**src/rtl/mem_arbiter.sv**
```systemverilog
// Shares one memory port between instruction fetch and the LSU, one transaction in flight at a time.
// Latency: grant is combinational in the request cycle, response is passed straight through (best case 2 cycles/txn).
// Backpressure: requesters hold req/payload until gnt; MEM_ARB_ROUND_ROBIN_EN selects round-robin ties, else LSU wins.
module mem_arbiter #(
  parameter int ADDR_WIDTH = 32,
  parameter int DATA_WIDTH = 32
) (
  input  logic                  clk,
  input  logic                  rst,
  input  logic                  if_req_i,
  input  logic [ADDR_WIDTH-1:0] if_addr_i,
  output logic                  if_gnt_o,
  output logic                  if_rvalid_o,
  output logic [DATA_WIDTH-1:0] if_rdata_o,
  output logic                  if_err_o,
  input  logic                  lsu_req_i,
  input  logic                  lsu_we_i,
  input  logic [3:0]            lsu_be_i,
  input  logic [ADDR_WIDTH-1:0] lsu_addr_i,
  input  logic [DATA_WIDTH-1:0] lsu_wdata_i,
  output logic                  lsu_gnt_o,
  output logic                  lsu_rvalid_o,
  output logic [DATA_WIDTH-1:0] lsu_rdata_o,
  output logic                  lsu_err_o,
  output logic                  mem_req_o,
  output logic                  mem_we_o,
  output logic [3:0]            mem_be_o,
  output logic [ADDR_WIDTH-1:0] mem_addr_o,
  output logic [DATA_WIDTH-1:0] mem_wdata_o,
  input  logic                  mem_gnt_i,
  input  logic                  mem_rvalid_i,
  input  logic [DATA_WIDTH-1:0] mem_rdata_i,
  input  logic                  mem_err_i
);

  typedef enum logic [1:0] {
    IDLE     = 2'd0,
    WAIT_IF  = 2'd1,
    WAIT_LSU = 2'd2
  } state_t;

  state_t state_q, state_d;
  logic   any_req;
  logic   tie_lsu;
  logic   pick_lsu;

  assign any_req = if_req_i | lsu_req_i;

`ifdef MEM_ARB_ROUND_ROBIN_EN
  logic last_lsu_q;
  logic granted;

  assign granted = (state_q == IDLE) && any_req && mem_gnt_i;

  // Last owner resets to fetch, so the first tie after reset goes to the LSU.
  always_ff @(posedge clk) begin
    if (rst) begin
      last_lsu_q <= 1'b0;
    end else if (granted) begin
      last_lsu_q <= pick_lsu;
    end
  end

  assign tie_lsu = ~last_lsu_q;
`else
  assign tie_lsu = 1'b1;
`endif

  assign pick_lsu = lsu_req_i & (~if_req_i | tie_lsu);

  always_ff @(posedge clk) begin
    if (rst) begin
      state_q <= IDLE;
    end else begin
      state_q <= state_d;
    end
  end

  always_comb begin
    state_d      = state_q;
    mem_req_o    = 1'b0;
    mem_we_o     = 1'b0;
    mem_be_o     = 4'b0000;
    mem_addr_o   = '0;
    mem_wdata_o  = '0;
    if_gnt_o     = 1'b0;
    if_rvalid_o  = 1'b0;
    if_err_o     = 1'b0;
    lsu_gnt_o    = 1'b0;
    lsu_rvalid_o = 1'b0;
    lsu_err_o    = 1'b0;
    case (state_q)
      IDLE: begin
        // Winner is re-evaluated every cycle until the memory grants it.
        if (any_req) begin
          mem_req_o = 1'b1;
          if (pick_lsu) begin
            mem_we_o    = lsu_we_i;
            mem_be_o    = lsu_be_i;
            mem_addr_o  = lsu_addr_i;
            mem_wdata_o = lsu_wdata_i;
            lsu_gnt_o   = mem_gnt_i;
            if (mem_gnt_i) begin
              state_d = WAIT_LSU;
            end
          end else begin
            mem_be_o   = 4'b1111;
            mem_addr_o = if_addr_i;
            if_gnt_o   = mem_gnt_i;
            if (mem_gnt_i) begin
              state_d = WAIT_IF;
            end
          end
        end
      end
      WAIT_IF: begin
        if (mem_rvalid_i) begin
          if_rvalid_o = 1'b1;
          if_err_o    = mem_err_i;
          state_d     = IDLE;
        end
      end
      WAIT_LSU: begin
        if (mem_rvalid_i) begin
          lsu_rvalid_o = 1'b1;
          lsu_err_o    = mem_err_i;
          state_d      = IDLE;
        end
      end
      default: state_d = IDLE;
    endcase
  end

  assign if_rdata_o  = mem_rdata_i;
  assign lsu_rdata_o = mem_rdata_i;

endmodule

```
**config.mk**
```make
export PLATFORM = sky130hd
export DESIGN_NAME = mem_arbiter
export DESIGN_NICKNAME = d
export VERILOG_FILES = /design/src/rtl/mem_arbiter.sv
export SDC_FILE = /design/constraint.sdc
export NUM_CORES = 1
export LEC_CHECK = 0
export ABC_AREA = 0
export ABC_CLOCK_PERIOD_IN_PS = 2900
export BUFFER_PORTS_ARGS = -buffer_cell sky130_fd_sc_hd__buf_4
export CAP_MARGIN = 20
export CORE_AREA = 5 5 105 107
export CTS_BUF_LIST = sky130_fd_sc_hd__clkbuf_8
export DETAILED_ROUTE_END_ITERATION = 7
export DIE_AREA = 0 0 110 112
export PLACE_DENSITY = 0.58
export SLEW_MARGIN = 40
export SYNTH_ARGS = -nofsm -noshare
export SYNTH_HDL_FRONTEND = slang
export SYNTH_SLANG_ARGS = --single-unit
```
**constraint.sdc**
```tcl
create_clock -name clk -period 2.9 [get_ports clk]
set_clock_uncertainty 0.1 [all_clocks]
set_input_delay 0.435 -clock clk [delete_from_list [all_inputs] [get_ports clk]]
set_output_delay 0.435 -clock clk [all_outputs]
set_load 0.02 [all_outputs]
```
==> impl_metrics.env, run 1 <==
export IMPL_largestRegisters="state_q (2)"
export IMPL_drcViolationCount=0
export IMPL_seqPwrFrac_pct=3.9
export IMPL_finalWirelength_mm=6.07
export IMPL_holdPathStages=2
export IMPL_synth_compound_area_share_pct=23.5
export IMPL_cts_clk_slew_worst_paths_ns=0.03
export IMPL_max_cap_viol_count=0
export IMPL_maxSlewHeadroom_pct=55.3
export IMPL_final_cell_mix="buf_4 (186), a22o_1 (32), and3_1 (32)"
export IMPL_clockBufferDepth=2
export IMPL_place_ws_ns=0.511
export IMPL_ff2ff_setup_slack_ns=1.03
export IMPL_fin_crit_ns=2.57
export IMPL_synth_cells=181
export IMPL_synthesis_nets=325
export IMPL_met3_usage_pct=2.09
export IMPL_ir_drop_v=0.000136
export IMPL_critical_path_class="reg2out"
export IMPL_numCtsBuffers=3
export IMPL_avgSynthCellArea_um2=7.53
export IMPL_drive_gt1_share_pct=67.6
export IMPL_endpoint_kind="primary output"
export IMPL_reg2reg_from="state_q[0]"
export IMPL_yosys_area_share_simple_pct=23.0
export IMPL_status="completed"
export IMPL_wire_per_inst_um=14.3
export IMPL_fin_ws_ns=0.330
export IMPL_finalHoldViolCount=0
export IMPL_yosys_warnings=0
export IMPL_gp_congestion=0.730
export IMPL_report_final_setup_viol=0
export IMPL_overflow=0
export IMPL_cp_data_arrival_time_ns=2.03
export IMPL_cp_max_fo=37
export IMPL_power_density_nw_per_um2=392
export IMPL_seq_area_frac_synth_pct=2.94
export IMPL_core_area_um2=10000
export IMPL_io_pins=280
export IMPL_dieArea_um2=12300
export IMPL_clkPwrFrac_pct=11.7
export IMPL_start_util_pct=13.6
export IMPL_hpwl_mm=5.07
export IMPL_reg2reg_depth=6
export IMPL_largest_reg_flops=2
export IMPL_viasPerCell=3.89
export IMPL_fp_row_count=37
export IMPL_switching_power_mw=0.430
export IMPL_grt_use_met1_pct=8.08
export IMPL_dr_pass1_iters=4
export IMPL_cts_setup_buffers=0
export IMPL_syn_to_final_growth_pct=73.8
export IMPL_grt_max_degree=44
export IMPL_final_cells=426
export IMPL_dp_cells=423
export IMPL_antenna_found_initial=0
export IMPL_cts_root_buf="clkbuf_8"
export IMPL_hold_path_end="state_q[1]"
export IMPL_p_comb_share_pct=84.5
export IMPL_period_share_pct=88.6
export IMPL_netSwitchingFraction_pct=46.3
export IMPL_die_w_um=110
export IMPL_mostFrequentLayoutCell="buf_4"
export IMPL_top_register="state_q"
export IMPL_grt_total_usage_pct=8.56
export IMPL_synth_adder_area_share_pct=3.67
export IMPL_synth_top_flop_cell="dfxtp_1"
export IMPL_p_leak_nw=1.38
export IMPL_insertion_delay_ns=0.21
export IMPL_grtUsageMet2_pct=16.9
export IMPL_synthMuxAreaShare_pct=0.734
export IMPL_p_int_mw=0.498
export IMPL_synth_top_family_by_area="buffers and inverters"
export IMPL_synth_edff_count=0
export IMPL_timing_rr_end="state_q[1]"
export IMPL_die_h_um=112
export IMPL_hold_path_class="in2reg"
export IMPL_grt_pass1_wl_mm=8.57
export IMPL_portBuffers=183
export IMPL_cts_resized=0
export IMPL_worstPathRequired_ns=2.37
export IMPL_detail_route_iter0_violations=103
export IMPL_htreeDepth=1
export IMPL_antennaDiodeCount=0
export IMPL_async_reset_ff_share_pct=0
export IMPL_syn_cell_area_um2=1360
export IMPL_rsz0062_at_grt="false"
export IMPL_start_kind="register"
export IMPL_cts_hold_buf=0
export IMPL_numClockSinks=2
export IMPL_report_power_total_mw=0.928
export IMPL_final_antenna_net_count=0
export IMPL_yosys_cell_types_count=25
export IMPL_grt_pass1_vias=1664
export IMPL_synthXorXnorAreaFrac_pct=0
export IMPL_vias=1658
export IMPL_fmax_ghz=0.389
export IMPL_nets=436
export IMPL_slew_viol_final=0
export IMPL_cts_tree="built"
export IMPL_busiest_layer="met2"
export IMPL_worst_slew_pin_slew_ns=0.663
export IMPL_setup_tns_ns=0
export IMPL_synth_seq_cells=2
export IMPL_hold_path_startpoint="rst"
[worst max path at each step]
stage | startpoint | to | slack [ns] | depth (start not counted)
after floorplan | state_q[0] | mem_addr_o[10] | 0.94 | 7
after global placement | state_q[0] | mem_addr_o[9] | 0.41 | 5
after detailed placement | state_q[1] | mem_addr_o[8] | 0.51 | 7
after CTS | state_q[1] | mem_addr_o[8] | 0.28 | 7
after global routing | state_q[1] | mem_addr_o[23] | 0.17 | 7
final | state_q[1] | mem_addr_o[8] | 0.33 | 7
[power by group through the flow]
| stage | sequential (mW) | clock (mW) | combinational (mW) |
|---|---|---|---|
| after floorplan | 0.0352 | 0 | 0.575 |
| after global placement | 0.0356 | 0 | 0.784 |
| after detailed placement | 0.0362 | 0 | 0.791 |
| after CTS | 0.0359 | 0.111 | 0.793 |
| after global routing | 0.0363 | 0.121 | 0.841 |
| final | 0.0358 | 0.108 | 0.784 |
[cell type report]
class	count	area, um2
inverter	7	26.3
fill	1083	7680
timing repair buffer	186	1400
sequential	2	40.0
tap	136	170
multi-input combinational	92	696
clock buffer	3	41.3
[logic make-up (layout without fill, tap and decap cells)]
kind of cell / Yosys count / count (layout)
fa+ha+maj: 4 / 4
simple gates: 48 / 48
flops: 2 / 2
mux: 1 / 1
buf+inv: 87 / 196
compound gates: 39 / 39
[routing by layer]
metal  share of wire [%]  vias to the layer above
li1                    -                      791
met1                  31                      724
met2                  52                      120
met3                  15                       23
met4                 2.8                        0
met5                   0                        -
[metrics by stage]
stage	util [%]	hold slack, ns	instance area (um2)
floorplan	-	0.365	1360
global placement	23.2	0.394	2330
detailed placement	23.2	0.392	2330
CTS	23.6	0.373	2370
global route	23.6	0.382	2370
finish	23.6	0.376	2370
[critical path, stage by stage (launching register included)]
cell and delay (ns):
dfxtp_1 0.31, inv_1 0.12, ha_1 0.24, buf_4 0.32, and2_1 0.17, buf_4 0.31, a22o_1 0.21, buf_4 0.14
[cell usage after synthesis, drive strengths merged, types with 2 or more instances]
cell	instances	area share, %
and3	36	17
a21oi	4	1.5
a22o	32	21
buf	73	42
ha	4	3.7
inv	7	1.9
nor2b	2	1.5
dfxtp	2	2.9
clkbuf	7	2.0
and2	4	1.8
No activity file was read; power rests on OpenSTA's default activity.
==> inputs of run 2 (changes only) <==
--- a/config.mk
+++ b/config.mk
@@ -13,6 +13,7 @@
 export CTS_BUF_LIST = sky130_fd_sc_hd__clkbuf_8
 export DETAILED_ROUTE_END_ITERATION = 7
 export DIE_AREA = 0 0 110 112
+export GPL_TIMING_DRIVEN = 0
 export PLACE_DENSITY = 0.58
 export SLEW_MARGIN = 40
 export SYNTH_ARGS = -nofsm -noshare
==> impl_metrics.env, run 2 (synthesized netlist as in run 1, its figures left out) <==
export IMPL_status="completed"
export IMPL_grt_pass1_vias=2328
export IMPL_start_kind="register"
export IMPL_cts_clk_slew_worst_paths_ns=0.03
export IMPL_multi_input_area_um2=694
export IMPL_grt_max_degree=11
export IMPL_power_density_nw_per_um2=341
export IMPL_wire_per_inst_um=13.3
export IMPL_p_leak_nw=2.05
export IMPL_start_util_pct=13.6
export IMPL_antenna_found_initial=0
export IMPL_place_ws_ns=0.754
export IMPL_antennaDiodeCount=0
export IMPL_postPlaceCellArea_um2=3390
export IMPL_drcViolationCount=0
export IMPL_final_cell_mix="buf_4 (311), a22o_1 (32), and3_1 (32)"
export IMPL_nets=577
export IMPL_dp_cells=564
export IMPL_finalWirelength_mm=7.57
export IMPL_numCtsBuffers=3
export IMPL_dieArea_um2=12300
export IMPL_fin_crit_ns=2.35
export IMPL_grt_total_usage_pct=10.8
export IMPL_dr_pass1_iters=4
export IMPL_cts_resized=0
export IMPL_hpwl_mm=6.90
export IMPL_ir_drop_v=0.000105
export IMPL_cts_setup_buffers=0
export IMPL_cts_root_buf="clkbuf_8"
export IMPL_cp_data_arrival_time_ns=1.81
export IMPL_holdPathStages=2
export IMPL_io_pins=280
export IMPL_cts_tree="built"
export IMPL_largestRegisters="state_q (2)"
export IMPL_hold_path_class="in2reg"
export IMPL_htreeDepth=1
export IMPL_fmax_ghz=0.426
export IMPL_max_cap_viol_count=0
export IMPL_grt_pass1_wl_mm=11.0
export IMPL_insertion_delay_ns=0.21
export IMPL_numClockSinks=2
export IMPL_overflow=0
export IMPL_period_share_pct=80.9
export IMPL_portBuffers=247
export IMPL_endpoint_kind="primary output"
export IMPL_cts_hold_buf=0
export IMPL_die_w_um=110
export IMPL_finalHoldViolCount=0
export IMPL_gp_congestion=0.772
export IMPL_detail_route_iter0_violations=59
export IMPL_rsz0062_at_grt="false"
export IMPL_final_cells=567
export IMPL_report_final_setup_viol=0
export IMPL_cp_max_fo=10
export IMPL_setup_tns_ns=0
export IMPL_seq_area_um2=40.0
export IMPL_syn_to_final_growth_pct=151
export IMPL_worstPathRequired_ns=2.37
export IMPL_core_area_um2=10000
export IMPL_fillers=1033
export IMPL_worst_slew_pin_slew_ns=0.617
export IMPL_drive_gt1_share_pct=76.6
export IMPL_die_h_um=112
export IMPL_top_register="state_q"
export IMPL_largest_reg_flops=2
export IMPL_slew_viol_final=0
export IMPL_mostFrequentLayoutCell="buf_4"
export IMPL_viasPerCell=3.90
export IMPL_fp_row_count=37
export IMPL_design_area_um2=3430
export IMPL_reg2reg_depth=6
export IMPL_fin_ws_ns=0.553
export IMPL_final_antenna_net_count=0
export IMPL_maxSlewHeadroom_pct=58.4
export IMPL_vias=2214
export IMPL_critical_path_class="reg2out"
export IMPL_clockBufferDepth=2
export IMPL_report_power_total_mw=1.17
[run 2: cell types whose count changed in the layout (fill, tap and decap cells not counted)]
| cell | previous run | this run |
|---|---|---|
| buf_4 | 186 | 311 |
| buf_6 | 0 | 8 |
| clkbuf_1 | 0 | 6 |
| and3b_1 | 0 | 1 |
| and3b_2 | 1 | 0 |
| buf_2 | 0 | 1 |
| clkbuf_2 | 0 | 1 |
[run 2: worst paths after layout]
kind                                  from        endpoint  slack (ns)
worst max-delay path            state_q[0]  mem_addr_o[18]        0.55
worst min-delay path                   rst      state_q[1]        0.33
worst max register to register  state_q[0]      state_q[1]        1.27
worst min register to register  state_q[0]      state_q[0]        0.39
[run 2: worst max-delay path: stages, from the launching register on]
cell and delay (ns):
dfxtp_1 0.34, inv_1 0.09, ha_1 0.22, buf_6 0.14
and2_1 0.16, buf_6 0.13, buf_6 0.13, a22o_1 0.24
buf_4 0.16
[run 2: where the power goes]
part	leakage, nW	total [mW]	internal (mW)	switching [mW]
Combinational	2.01	1.02	0.520	0.502
Clock	0.0216	0.111	0.0878	0.0228
Sequential	0.0164	0.0355	0.0326	0.00287
[run 2: cell type report]
type	instances	area share (%)
flip-flops and latches	2	1.17
repair buffers	247	54.1
clock buffers	3	1.20
multi-input cells	92	20.2
plain buffers	80	17.6
well taps	136	4.96
inverters	7	0.766
[run 2: metal layers]
metal | wire length [um] | GRT usage (%) | up-vias
li1 | - | - | 1073
met1 | 2290 | 10.4 | 994
met2 | 4250 | 22.9 | 143
met3 | 993 | 2.09 | 4
met4 | 43 | 1.50 | 0
met5 | 0 | 0 | -
[run 2: stage by stage]
stage	hold slack, ns	util [%]
floorplan	0.365	-
global placement	0.391	33.7
detailed placement	0.391	33.7
CTS	0.332	34.1
global route	0.343	34.1
finish	0.333	34.1
